### config.mk
export PLATFORM = sky130hd
export DESIGN_NAME = hazard_unit
export DESIGN_NICKNAME = d
export VERILOG_FILES = /design/src/rtl/diaosi_types_pkg.sv /design/src/rtl/hazard_scoreboard.sv /design/src/rtl/hazard_unit.sv
export SDC_FILE = /design/constraint.sdc
export NUM_CORES = 1
export LEC_CHECK = 0
export ABC_AREA = 0
export ABC_CLOCK_PERIOD_IN_PS = 2560
export BUFFER_PORTS_ARGS = -buffer_cell sky130_fd_sc_hd__buf_2
export CORE_UTILIZATION = 45
export DETAILED_ROUTE_END_ITERATION = 6
export PLACE_DENSITY_LB_ADDON = 0.25
export SLEW_MARGIN = 15
export SYNTH_ARGS = -nofsm -noshare
export SYNTH_HDL_FRONTEND = slang
export SYNTH_SLANG_ARGS = --single-unit
### constraint.sdc
create_clock -name CLK -period 2.56 [get_ports CLK]
set_input_delay 0.64 -clock CLK [delete_from_list [all_inputs] [get_ports CLK]]
set_output_delay 0.64 -clock CLK [all_outputs]
set_load 0.02 [all_outputs]
### src/rtl/diaosi_types_pkg.sv
// Shared types for the hazard unit: FSM states, scoreboard entries and the
// bundle of latch enable/flush controls driven toward the datapath.
package diaosi_types_pkg;

   // Register-select width baked into the scoreboard entry; hazard_unit's REG_W must match it.
   localparam int SB_REG_W = 5;

   typedef enum logic [1:0] {
      RUN        = 2'd0,
      DWAIT      = 2'd1,
      FLUSH_PEND = 2'd2
   } hazard_state_t;

   typedef struct packed {
      logic                valid;
      logic [SB_REG_W-1:0] wsel;
      logic                memread;
   } sb_entry_t;

   localparam sb_entry_t SB_INVALID = '0;

   typedef struct packed {
      logic pc_en;
      logic ifid_en;
      logic idex_en;
      logic exmem_en;
      logic memwb_en;
      logic ifid_flush;
      logic idex_flush;
      logic exmem_flush;
      logic memwb_flush;
   } hazard_ctrl_t;

   localparam hazard_ctrl_t CTRL_NONE = '0;
   localparam hazard_ctrl_t CTRL_FLOW = '{pc_en: 1'b1, ifid_en: 1'b1, idex_en: 1'b1,
                                          exmem_en: 1'b1, memwb_en: 1'b1, default: 1'b0};

endpackage

### src/rtl/hazard_scoreboard.sv
// Two-slot destination scoreboard mirroring the EX and MEM pipeline latches,
// plus the load-use comparator against the instruction sitting in decode.
module hazard_scoreboard
   import diaosi_types_pkg::*;
(
   input  logic                clk,
   input  logic                rst_n,
   input  logic                idex_en,
   input  logic                idex_flush,
   input  logic                exmem_en,
   input  logic                exmem_flush,
   input  logic                id_wen,
   input  logic [SB_REG_W-1:0] id_wsel,
   input  logic                id_memread,
   input  logic [SB_REG_W-1:0] id_rsel1,
   input  logic [SB_REG_W-1:0] id_rsel2,
   input  logic                id_use1,
   input  logic                id_use2,
   output logic                load_use
);

   sb_entry_t ex_q, ex_d;
   sb_entry_t mem_q, mem_d;

   // Non-writing instructions and writes to $0 are stored as all-zero entries,
   // so a valid slot always names a real register and $0 never matches.
   always_comb begin
      ex_d  = ex_q;
      mem_d = mem_q;
      if (idex_en) begin
         if (idex_flush || !id_wen || (id_wsel == '0)) begin
            ex_d = SB_INVALID;
         end else begin
            ex_d = '{valid: 1'b1, wsel: id_wsel, memread: id_memread};
         end
      end
      if (exmem_en) begin
         mem_d = exmem_flush ? SB_INVALID : ex_q;
      end
   end

   always_ff @(posedge clk or negedge rst_n) begin
      if (!rst_n) begin
         ex_q  <= SB_INVALID;
         mem_q <= SB_INVALID;
      end else begin
         ex_q  <= ex_d;
         mem_q <= mem_d;
      end
   end

   assign load_use = ex_q.valid && ex_q.memread &&
                     ((id_use1 && (id_rsel1 == ex_q.wsel)) ||
                      (id_use2 && (id_rsel2 == ex_q.wsel)));

   // MEM slot invariant: valid entries name a nonzero register, invalid ones are cleared.
   a_mem_slot_shape : assert property (@(posedge clk) disable iff (!rst_n)
      (mem_q.valid ? (mem_q.wsel != '0) : (mem_q == SB_INVALID)));

endmodule

### src/rtl/hazard_unit.sv
// Pipeline hazard unit: stalls/flushes the PC and pipeline latches for load-use,
// memory waits and taken branches. Optional statistics counters: HAZARD_STATS_EN.
module hazard_unit
   import diaosi_types_pkg::*;
#(
   parameter int REG_W = SB_REG_W
`ifdef HAZARD_STATS_EN
   , parameter int STAT_W = 32
`endif
) (
   input  logic             CLK,
   input  logic             nRST,
   input  logic             ihit,
   input  logic             dhit,
   input  logic             dmem_req_o3,
   input  logic [REG_W-1:0] id_rsel1,
   input  logic [REG_W-1:0] id_rsel2,
   input  logic             id_use1,
   input  logic             id_use2,
   input  logic             id_wen,
   input  logic [REG_W-1:0] id_wsel,
   input  logic             id_memread,
   input  logic             br_taken_ex,
   output logic             pc_en,
   output logic             ifid_en,
   output logic             idex_en,
   output logic             exmem_en,
   output logic             memwb_en,
   output logic             ifid_flush,
   output logic             idex_flush,
   output logic             exmem_flush,
   output logic             memwb_flush,
   output logic [1:0]       state_o
`ifdef HAZARD_STATS_EN
   ,
   output logic [STAT_W-1:0] stall_cnt,
   output logic [STAT_W-1:0] flush_cnt,
   output logic [STAT_W-1:0] dwait_cnt
`endif
);

   hazard_state_t state_q, state_d, eff_state;
   logic          pend_q, pend_d;
   hazard_ctrl_t  ctrl_raw, ctrl;
   logic          load_use;
   logic          dwait;
   logic          stall_ev, flush_ev;

   assign dwait = dmem_req_o3 && !dhit;

   hazard_scoreboard u_scoreboard (
      .clk         (CLK),
      .rst_n       (nRST),
      .idex_en     (ctrl.idex_en),
      .idex_flush  (ctrl.idex_flush),
      .exmem_en    (ctrl.exmem_en),
      .exmem_flush (ctrl.exmem_flush),
      .id_wen      (id_wen),
      .id_wsel     (id_wsel),
      .id_memread  (id_memread),
      .id_rsel1    (id_rsel1),
      .id_rsel2    (id_rsel2),
      .id_use1     (id_use1),
      .id_use2     (id_use2),
      .load_use    (load_use)
   );

   // DWAIT resumes whichever state it interrupted (pend_q), so the cycle dhit
   // arrives behaves exactly like that state.
   always_comb begin
      ctrl_raw  = CTRL_FLOW;
      state_d   = state_q;
      pend_d    = pend_q;
      stall_ev  = 1'b0;
      flush_ev  = 1'b0;
      eff_state = state_q;
      if (state_q == DWAIT) begin
         eff_state = pend_q ? FLUSH_PEND : RUN;
      end

      if (dwait) begin
         ctrl_raw             = CTRL_NONE;
         ctrl_raw.memwb_en    = 1'b1;
         ctrl_raw.memwb_flush = 1'b1;
         state_d              = DWAIT;
         pend_d               = (eff_state == FLUSH_PEND);
      end else if (eff_state == FLUSH_PEND) begin
         pend_d              = 1'b0;
         ctrl_raw.ifid_flush = 1'b1;
         if (ihit) begin
            state_d = RUN;
         end else begin
            ctrl_raw.pc_en = 1'b0;
            state_d        = FLUSH_PEND;
         end
      end else begin
         pend_d  = 1'b0;
         state_d = RUN;
         if (br_taken_ex) begin
            ctrl_raw.ifid_flush = 1'b1;
            ctrl_raw.idex_flush = 1'b1;
            flush_ev            = 1'b1;
            if (!ihit) begin
               state_d = FLUSH_PEND;
            end
         end else if (load_use) begin
            ctrl_raw.pc_en      = 1'b0;
            ctrl_raw.ifid_en    = 1'b0;
            ctrl_raw.idex_flush = 1'b1;
            stall_ev            = 1'b1;
         end else if (!ihit) begin
            ctrl_raw.pc_en      = 1'b0;
            ctrl_raw.ifid_flush = 1'b1;
         end
      end
   end

   // Reset must freeze every latch immediately, not just from the next edge.
   always_comb begin
      ctrl = CTRL_NONE;
      if (nRST) begin
         ctrl = ctrl_raw;
      end
   end

   always_ff @(posedge CLK or negedge nRST) begin
      if (!nRST) begin
         state_q <= RUN;
         pend_q  <= 1'b0;
      end else begin
         state_q <= state_d;
         pend_q  <= pend_d;
      end
   end

   assign pc_en       = ctrl.pc_en;
   assign ifid_en     = ctrl.ifid_en;
   assign idex_en     = ctrl.idex_en;
   assign exmem_en    = ctrl.exmem_en;
   assign memwb_en    = ctrl.memwb_en;
   assign ifid_flush  = ctrl.ifid_flush;
   assign idex_flush  = ctrl.idex_flush;
   assign exmem_flush = ctrl.exmem_flush;
   assign memwb_flush = ctrl.memwb_flush;
   assign state_o     = state_q;

`ifdef HAZARD_STATS_EN
   logic [STAT_W-1:0] stall_cnt_q, stall_cnt_d;
   logic [STAT_W-1:0] flush_cnt_q, flush_cnt_d;
   logic [STAT_W-1:0] dwait_cnt_q, dwait_cnt_d;

   // Saturating event counters; they hold at all-ones rather than wrapping.
   always_comb begin
      stall_cnt_d = stall_cnt_q;
      flush_cnt_d = flush_cnt_q;
      dwait_cnt_d = dwait_cnt_q;
      if (stall_ev && (stall_cnt_q != '1)) begin
         stall_cnt_d = stall_cnt_q + STAT_W'(1);
      end
      if (flush_ev && (flush_cnt_q != '1)) begin
         flush_cnt_d = flush_cnt_q + STAT_W'(1);
      end
      if (dwait && (dwait_cnt_q != '1)) begin
         dwait_cnt_d = dwait_cnt_q + STAT_W'(1);
      end
   end

   always_ff @(posedge CLK or negedge nRST) begin
      if (!nRST) begin
         stall_cnt_q <= '0;
         flush_cnt_q <= '0;
         dwait_cnt_q <= '0;
      end else begin
         stall_cnt_q <= stall_cnt_d;
         flush_cnt_q <= flush_cnt_d;
         dwait_cnt_q <= dwait_cnt_d;
      end
   end

   assign stall_cnt = stall_cnt_q;
   assign flush_cnt = flush_cnt_q;
   assign dwait_cnt = dwait_cnt_q;
`endif

endmodule
# Word level (Yosys, flattened, before mapping)
# Cells that the tools add are included.
# op_classes
reduce_logical	11
n_eq_ne	4
mux	25
# op_table
op	count
$mux 2	10
$mux 1	12
$eq 5x5->1	2
$mux 9	1
$mux 7	1
$logic_and 1x1->1	5
$logic_not 5->1	1
$logic_or 1x1->1	3
$mux 3	1
$eq 2x1->1 const B	1
$eq 2x2->1 const B	1
$logic_not 1->1	2
# totals
input_bits	25
out_inout_bits	11
elab_cells	45
register_bits	10

# Longest topological paths before layout
# logic_depth
ltp_word	12
ltp_mapped	5
mapped_depth_nobuf	5

# Modules after synthesis
# From an unflattened synthesis, not the netlist that was laid out.
# hier_totals
hier_cells	71
area_unflattened_um2	653.1
# by_module_without_submodules
module	cells_per_inst	seq_area_each_um2	n_inst	area_per_inst_um2
hazard_scoreboard	45	175.2	1	419.2
hazard_unit	26	75.1	1	234.0

# Worst setup path before layout
# OpenSTA, ideal clock, no wires.
# synth_timing
kind	input -> output
from	input id_rsel2[4]
to	output pc_en
n_path_buf	0
required_time_ns	1.920
arrival_time_ns	1.609
cell_stages	5
slack_ns	0.311
path_cell_list	xnor2_1 nand4_1 o22ai_2 and2_1 nor3_1
# synth_between
elab_chain_cells	9
# synth_lines
item	line_no	text
from (decl)	hazard_unit.sv:17	input logic [REG_W-1:0] id_rsel2,
$eq 5x5->1	hazard_scoreboard.sv:54	(id_use2 && (id_rsel2 == ex_q.wsel)));
$logic_and 1x1->1	hazard_scoreboard.sv:54	
$logic_or 1x1->1	hazard_scoreboard.sv:53	((id_use1 && (id_rsel1 == ex_q.wsel)) ||
$logic_and 1x1->1	hazard_scoreboard.sv:52	assign load_use = ex_q.valid && ex_q.memread &&
$mux 1	hazard_unit.sv:106	end else if (load_use) begin
$mux 2	hazard_unit.sv:99	if (br_taken_ex) begin
$mux 1	hazard_unit.sv:87	end else if (eff_state == FLUSH_PEND) begin
$mux 2	hazard_unit.sv:81	if (dwait) begin
$mux 9	hazard_unit.sv:121	if (nRST) begin
to (decl)	hazard_unit.sv:24	output logic pc_en,
# No other way between the ends.

# Worst setup path in the final report
# layout_timing
from	input id_rsel2[0]
to	output pc_en
# Same word-level chain as after synthesis.

==> impl_results.md <==
* Status: finished clean
* Final hold vios at 0
* Worst-path clk slew at 60 ps
* Final instance area at 812 um^2
* Power per cell area at 477 nW/um^2
* Mapped cell area at 617 um^2
* Sequential fraction of design power at 47.0%
* Leak at 0.399 nW
* # diodes at 0
* Cell Area, Placed at 790 um^2
* Total Die Area at 1520 um^2
* Layout cells sized above 1 at 44.7%
* Die height at 39.0 um
* Postcts setup bufs at 0
* Period utilization at 91.2%
* Most frequent cells in the layout: buf_2, xnor2_1, dfrtp_1, a32o_1
* Post-synthesis sequential area ratio at 40.6%
* Vias post-DR at 569
* Clk buf depth at 2
* Sw frac at 28.9%
* Worst EP required at 1920 ps
* Commonest non-fill, non-tap cell in the layout: buf_2
* Worst Hold Class: input pin to asynchronous set/reset pin
* Internal Power at 0.000275 W
* H-Tree Depth at 1
* Total negative slack at 0 ps
* Initial core utilization at 52.0%
* Worst Skew at 4.16 ps
* Switching Power at 0.000112 W
* GRT Overall Usage at 21.9%
* Synth cell types at 22
* RSZ-0062 raised after global routing: no
* # nets final at 121
* Antenna-violating nets left at 0
* # setup viols final at 0
* F_max at 428 MHz
* Clock network fraction of total power at 26.1%
* PortBufs at 34
* Post-Route WL at 1380 um
* Initial antenna violation count at 0
* # IOs at 36
* Clock sinks at 10
* Synth async-reset ratio at 100%
* Final-report max-slew violation count at 0
* WL/cell at 12.8 um
* Worst-Skew Late Latency at 260 ps
* CP Capture Type: output port
* Critical Path Source Type: input pin
* Grt ovf at 0
* Cts bufs inserted at 3
* Ys flop type: dfrtp_1
* Post-CTS Resized at 0
* Crit path DAT at 1690 ps
* Routability cong. at 0.792
* Core area at 1190 um^2
* # Max-Cap Violations at 0
* Crit Path Class: input pin to output port
* Syn Nets at 85
* Gate Count Post-Synth at 60
* Comb pwr share at 26.9%
* Post-DP HPWL at 1110 um
* Drt drc at 0
* CTS Hold Buffers Added at 0
* Mean post-synth cell area at 10.3 um^2
* First-pass GRT wire length at 2090 um
* Final worst slack at 225 ps
* Root Buffer: clkbuf_4
* Yosys warns at 0
* Die width at 39.0 um
* Critical path peak fanout at 3
* Post-Place Worst Slack at 218 ps
* Fin crit period at 2330 ps
* Number of synthesized flops with an enable pin at 0
* Initial DRC Count at 13
* Area delta synth->final at 31.6%
* Pre-antenna DRT Iters at 4
* TritonCTS clock tree: done
* Worst VDD drop at 0.000261 V
* Vias in the first global route at 518
* Register bit count reported by yosys at 10
* DR vias/cell at 5.27
* Largest net degree at the start of global routing at 14
* Num rows at 12
## routing by layer
layer  routed length, um  global-route usage [%]
met1                 565                    23.2
met5                   0                       0
met3                  87                    3.47
met4                  11                    15.5
met2                 717                    38.8
## worst max-delay path, cell delays in order
cell and delay (ps):
buf_2 100, xnor2_1 120, nand4_1 120, o22ai_2 290, and2_1 200, nor3_1 50
buf_2 170
## path summary, 6_finish.rpt
check	from	slack (ps)	cells after the start	to
worst max register to register	u_scoreboard.ex_q[5]$_DFFE_PN0P_	1060	5	u_scoreboard.ex_q[5]$_DFFE_PN0P_
max in group asynchronous	nRST	2100	2	state_o[0]$_DFF_PN0_
min in group CLK	u_scoreboard.ex_q[0]$_DFFE_PN0P_	530	1	u_scoreboard.ex_q[0]$_DFFE_PN0P_
worst max-delay path	id_rsel2[0]	230	7	pc_en
worst min register to register	u_scoreboard.ex_q[0]$_DFFE_PN0P_	530	1	u_scoreboard.ex_q[0]$_DFFE_PN0P_
worst min-delay path	nRST	300	2	u_scoreboard.ex_q[5]$_DFFE_PN0P_
## through the flow
step	std cells	hold WS [ps]	total power, W	util (%)
final	108	304	0.000387	68.5
after global routing	108	314	0.000409	68.5
after CTS	108	294	0.000395	68.5
after detailed placement	105	520	0.000290	66.6
after global placement	105	508	0.000287	66.6
after floorplan	60	344	0.000248	-
## flip-flops by register name (all words and copies together), names as in the netlist
| signal | count |
|---|---|
| u_scoreboard.ex_q | 7 |
| pend_q | 1 |
| state_o | 2 |
## synthesized netlist by cell type, types with 2 or more instances
cell type  count  share of area, %
xnor2_1       10                14
inv_1          2               1.2
dfrtp_1       10                41
buf_4          3               3.7
nor2b_1        2               2.0
nor2_1         4               2.4
and2_1         2               2.0
o21a_1         3               3.7
nand4_1        4               4.1
nor3_1         2               1.6
a32o_1         6               9.7
clkbuf_1       2               1.2
## kinds of logic after synthesis
logic type,count (synthesis),synth area share (%)
AO/OA/AOI/OAI,13,20.3
XOR/XNOR,10,14.2
buffers and inverters,7,6.09
flip-flops,10,40.6
multiplexers,1,1.62
other,1,0.608
AND/OR/NAND/NOR,18,16.6
## power groups by stage
| stage | clock [W] | sequential (W) | combinational (W) |
|---|---|---|---|
| 3_3_place_gp | 0 | 0.000184 | 0.000103 |
| 5_1_grt | 0.000112 | 0.000183 | 0.000114 |
| 4_1_cts | 0.000108 | 0.000182 | 0.000105 |
| 6_report | 0.000101 | 0.000182 | 0.000104 |
| 3_5_place_dp | 0 | 0.000185 | 0.000105 |
| 2_1_floorplan | 0 | 0.000184 | 0.0000639 |
## area by class of cell
| cell class | count | area (um^2) |
|---|---|---|
| Fill cell | 98 | 374 |
| Multi-Input combinational cell | 43 | 329 |
| Sequential cell | 10 | 250 |
| Timing Repair Buffer | 36 | 185 |
| Clock buffer | 3 | 22.5 |
| Tap cell | 14 | 17.5 |
| Inverter | 2 | 7.51 |
Note: power is estimated with default switching activity, not from simulation.
